[config.mk]
export PLATFORM = sky130hd
export DESIGN_NAME = branch_target_buffer
export DESIGN_NICKNAME = d
export VERILOG_FILES = /design/src/rtl/branch_target_buffer.sv
export SDC_FILE = /design/constraint.sdc
export NUM_CORES = 2
export LEC_CHECK = 0
export ABC_AREA = 0
export CAP_MARGIN = 40
export CORE_MARGIN = 1.5
export CORE_UTILIZATION = 63
export DETAILED_ROUTE_END_ITERATION = 10
export HOLD_SLACK_MARGIN = 0.02
export PLACE_DENSITY = 0.81
export SLEW_MARGIN = 20
export SYNTH_ARGS = -nofsm -noshare
export SYNTH_HDL_FRONTEND = slang
export SYNTH_SLANG_ARGS = --single-unit
[constraint.sdc]
create_clock -name i_clk -period 5.75 [get_ports i_clk]
set_input_delay 1.15 -clock i_clk [delete_from_list [all_inputs] [get_ports i_clk]]
set_output_delay 1.15 -clock i_clk [all_outputs]
set_load 0.05 [all_outputs]
[src/rtl/branch_target_buffer.sv]
// branch_target_buffer
//   Direct-mapped branch target buffer with 2-bit saturating direction
//   counters. Lookup on the fetch PC is purely combinational; training
//   from the EX stage is applied on the rising clock edge.
//
// Ports
//   i_clk          clock, all state updates on the rising edge
//   i_reset        synchronous active-high reset
//   i_if_pc        fetch-stage PC to look up
//   o_pc_sel_BTB   predict taken: redirect fetch to o_pc_BTB
//   o_pc_BTB       predicted target, zero when not predicting taken
//   o_hit          valid entry with matching tag (any direction)
//   i_upd_en       resolved control instruction present in EX
//   i_upd_pc       PC of the EX-stage control instruction
//   i_upd_taken    resolved direction
//   i_upd_target   resolved target
//   i_upd_jump     EX instruction is JAL/JALR (always taken)
//   i_flush_all    invalidate every entry
module branch_target_buffer #(
  parameter int unsigned ENTRIES = 16
) (
  input  logic        i_clk,
  input  logic        i_reset,
  input  logic [31:0] i_if_pc,
  output logic        o_pc_sel_BTB,
  output logic [31:0] o_pc_BTB,
  output logic        o_hit,
  input  logic        i_upd_en,
  input  logic [31:0] i_upd_pc,
  input  logic        i_upd_taken,
  input  logic [31:0] i_upd_target,
  input  logic        i_upd_jump,
  input  logic        i_flush_all
);

  localparam int unsigned IDX  = $clog2(ENTRIES);
  localparam int unsigned TAGW = 30 - IDX;

  // Entry storage
  logic [ENTRIES-1:0] valid_q;
  logic [TAGW-1:0]    tag_q    [ENTRIES];
  logic [31:0]        target_q [ENTRIES];
  logic [1:0]         ctr_q    [ENTRIES];

  // Address split; pc[1:0] never participates
  logic [IDX-1:0]  if_idx;
  logic [TAGW-1:0] if_tag;
  logic [IDX-1:0]  upd_idx;
  logic [TAGW-1:0] upd_tag;
  logic            unused_pc_lsbs;

  assign if_idx         = i_if_pc[IDX+1:2];
  assign if_tag         = i_if_pc[31:IDX+2];
  assign upd_idx        = i_upd_pc[IDX+1:2];
  assign upd_tag        = i_upd_pc[31:IDX+2];
  assign unused_pc_lsbs = ^{i_if_pc[1:0], i_upd_pc[1:0]};

  // Lookup
  always_comb begin
    o_hit        = valid_q[if_idx] && (tag_q[if_idx] == if_tag);
    o_pc_sel_BTB = o_hit && ctr_q[if_idx][1];
    o_pc_BTB     = o_pc_sel_BTB ? target_q[if_idx] : '0;
  end

  // Next-state for the slot addressed by the update PC
  logic        upd_hit;
  logic        upd_tkn;
  logic        wr_en;
  logic [1:0]  ctr_d;
  logic [31:0] target_d;

  always_comb begin
    upd_hit  = valid_q[upd_idx] && (tag_q[upd_idx] == upd_tag);
    // A jump reported as not-taken is treated as taken
    upd_tkn  = i_upd_taken || i_upd_jump;
    wr_en    = i_upd_en && (upd_hit || upd_tkn);
    ctr_d    = ctr_q[upd_idx];
    target_d = target_q[upd_idx];
    if (upd_hit && upd_tkn) begin
      ctr_d    = (ctr_q[upd_idx] == 2'b11) ? 2'b11 : ctr_q[upd_idx] + 2'b01;
      target_d = i_upd_target;
    end else if (upd_hit) begin
      ctr_d    = (ctr_q[upd_idx] == 2'b00) ? 2'b00 : ctr_q[upd_idx] - 2'b01;
    end else if (upd_tkn) begin
      ctr_d    = i_upd_jump ? 2'b11 : 2'b10;
      target_d = i_upd_target;
    end
  end

  // Reset beats flush beats update; a coincident update is dropped
  always_ff @(posedge i_clk) begin
    if (i_reset) begin
      valid_q  <= '0;
      tag_q    <= '{default: '0};
      target_q <= '{default: '0};
      ctr_q    <= '{default: 2'b01};
    end else if (i_flush_all) begin
      valid_q  <= '0;
    end else if (wr_en) begin
      valid_q[upd_idx]  <= 1'b1;
      tag_q[upd_idx]    <= upd_tag;
      target_q[upd_idx] <= target_d;
      ctr_q[upd_idx]    <= ctr_d;
    end
  end

endmodule
==> impl_metrics.yaml <==
final_layout:
  drive_above_1_share_pct: 26.2
  nets: 4651
  final_cell_count_no_fill: 5694
  nFillCells: 5264
  final_util_pct: 72.0
  design_area_um2: 58200
  areaGrowthSynthToFinish_pct: 12.7
min_path:
  min_to: "target_q[296]"
  worstHoldStart: "target_q[296]"
  hold_path.class: "register to register"
  hold_depth: 2
floorplan:
  die_h_um: 289
  dieArea_um2: 83600
  ios: 136
  die_x_um: 289
  start_util_pct: 63.9
  row_count: 104
  coreArea_um2: 80800
timing:
  min_period_ns: 5.85
  holdWs_ns: 0.473
  hold_viol_final: 0
  clock.fmax_ghz: 0.171
  finalSetupViolations: 33
  fin_ws_ns: -0.101
  rsz0062_at_grt: "yes"
  slew_headroom_pct: 38.4
  skew_ns: 0.0355
  slew_violations: 0
  fin_tns_setup_ns: -2.28
  worstMarginPinSlew_ns: 0.922
  fin_crit_sh_pct: 102
clocking:
  htree_levels: 3
  clk_pin_slew_ns: 0.06
  numCtsBuffers: 99
  cts.root.buffer_cell: "clkbuf_16"
  clock-sinks: 976
  clk_latency_ns: 0.70
  cts_tree: "built"
  clock_path_buffers: 3
outcome:
  violations: "negative setup slack"
  status: "finished with violations"
logic_synthesis:
  yosysMostFrequentCell: "dfxtp_1"
  synth-xor-area-share_pct: 0.882
  ys_ff_latch: 976
  synth_compound_area_share_pct: 13.2
  synth_fa_ha_area_share_pct: 0
  synth_top_family_by_area: "multiplexers"
  synthCells: 4657
  ys_seq_area_share_pct: 37.9
  synth-edff-count: 0
  synth_area_um2: 51600
  ys.flop_type: "dfxtp_1"
  synth.area.top_cells: "dfxtp_1 38%, mux4_2 24%, mux2i_1 9.4%, nand2_1 4.6%, o211ai_1 4.3%"
  avgSynthCellArea_um2: 11.1
  synth_area_leader_cell: "dfxtp_1"
  synthArstFlopShare_pct: 0
  yosys.area_share.simple_pct: 8.98
  yosys-top-cells-count: "976 x dfxtp_1, 636 x nand2_1, 552 x mux4_2, 487 x mux2i_1, 295 x o211ai_1"
  syn_nets: 4759
  synth_top_area_share_pct: 37.9
  ys_types: 76
  yosys_warnings: 0
  synth_mux_area_share_pct: 33.7
critical_path:
  worstPathArrival_ns: 4.70
  worstPathMaxFanout: 8
  r2r_slack_ns: 1.67
  crit_required_ns: 4.60
  reg2reg_from: "tag_q[41]"
  criticalPathCategory: "input port to primary output"
  critPathCaptureType: "primary output"
  r2r.worst_path.cells: 11
  r2r_end: "tag_q[327]"
  start_kind: "input port"
routing:
  antenna_left: 0
  via_count: 43600
  wl_um: 172000
  initialDrtViolationCount: 7653
  vias_per_cell: 7.66
  dr.pass1.iters: 9
  drcViolationCount: 0
  avgRoutedWirePerCell_um: 30.3
placement:
  dp.cells: 5481
  dp_slack_ns: -0.0777
  gp_congestion: 0.975
  numPortBuffers: 131
  dpl_cell_area_um2: 54200
  dp_hpwl_um: 101000
power_and_ir_drop:
  p_leak_nw: 22.8
  power_mw: 14.8
  pwr-share-clk_pct: 45.2
  p_switching_mw: 3.73
  p_int_mw: 11.1
  power_density_nw_per_um2: 255
  swShare_pct: 25.1
  comb_power_share_pct: 8.8
  seqPwrFrac_pct: 46.0
  peakVddDrop_v: 0.000273
global_routing:
  grt_pass1_wl_um: 255000
  overflow: 0
  grt_pass1_vias: 42400
  grt_usage_pct: 39.9
  antenna_found_initial: 3
  grt_start_max_net_pins: 121
job:
  max-cap-violations: 0
==> state kept, by name, summed over array words and instances (netlist names) <==
signal    cells
tag_q       416
target_q    512
valid_q      16
ctr_q        32
==> critical path, stage by stage <==
cell,delay (ns)
buf_16,0.14
buf_16,0.15
buf_12,0.14
mux4_2,0.49
mux4_2,0.52
xnor2_2,0.14
nand4_1,0.31
or4_4,0.53
nor4_4,0.30
buf_12,0.24
buf_6,0.21
and3_4,0.22
buf_12,0.13
==> layout by cell type, fill, tap and decap left out, types with 17 or more instances in the layout <==
cell,n
dfxtp_1,976
nand2_1,627
mux4_2,552
mux2i_1,487
o211ai_1,295
nor3_1,242
o21ai_0,177
a31o_2,168
buf_4,149
o21ai_1,129
clkbuf_16,104
clkdlybuf4s50_1,89
buf_12,86
a31o_1,68
xnor2_1,39
nor2_1,39
clkbuf_1,24
clkinv_2,23
a21oi_1,21
clkbuf_8,20
and3_4,19
a31oi_1,17
==> area by class of cell <==
cell class	count	area [µm²]	area share, %
antenna	3	7.51	0.0129
timing repair buffer	345	4190	7.20
sequential	976	19500	33.6
inverter	14	61.3	0.105
clock inverter	40	474	0.815
multi-input combinational	3113	29700	51.1
clock buffer	143	2850	4.91
tap	1060	1330	2.28
==> worst max-delay path by stage <==
stage                     startpoint           end
after global routing      i_if_pc[2]   o_pc_BTB[1]
after CTS                 i_if_pc[2]   o_pc_BTB[3]
after global placement    i_if_pc[2]  o_pc_BTB[30]
after detailed placement  i_if_pc[2]   o_pc_BTB[9]
after floorplan           i_if_pc[2]  o_pc_BTB[23]
final                     i_if_pc[2]   o_pc_BTB[5]
==> metal layers <==
layer / global-route usage, % / vias to the layer above / part of all wire [%]
met5: 0.0568 / - / 0.012
met4: 24.3 / 4 / 6.9
met3: 9.15 / 845 / 13
met2: 60.7 / 3736 / 46
met1: 52.0 / 21400 / 34
li1: - / 17600 / -
==> kinds of logic (layout without fill, tap and decap cells) <==
kind of cell,count (synthesis),in the layout
compound gates,972,972
mux,1045,1045
buf+inv,568,542
simple gates,1044,1044
other cells,0,3
xor+xnor,52,52
flops,976,976
==> power by group through the flow <==
stage	logic (mW)	registers [mW]	clock network, mW
floorplan	0.823	6.97	0
global placement	1.22	6.97	0
detailed placement	1.24	6.98	0
CTS	1.24	6.83	6.68
global route	1.35	6.83	6.96
finish	1.31	6.83	6.71
==> what timing repair did <==
action,CTS,global route
gates resized for setup,3,32
setup endpoints to repair,33,34
pin swaps,0,4
endpoints found under the hold margin,0,0
gates cloned,0,6
hold buffers,0,0
buffers inserted,0,15
No activity file was read; power rests on OpenSTA's default activity.
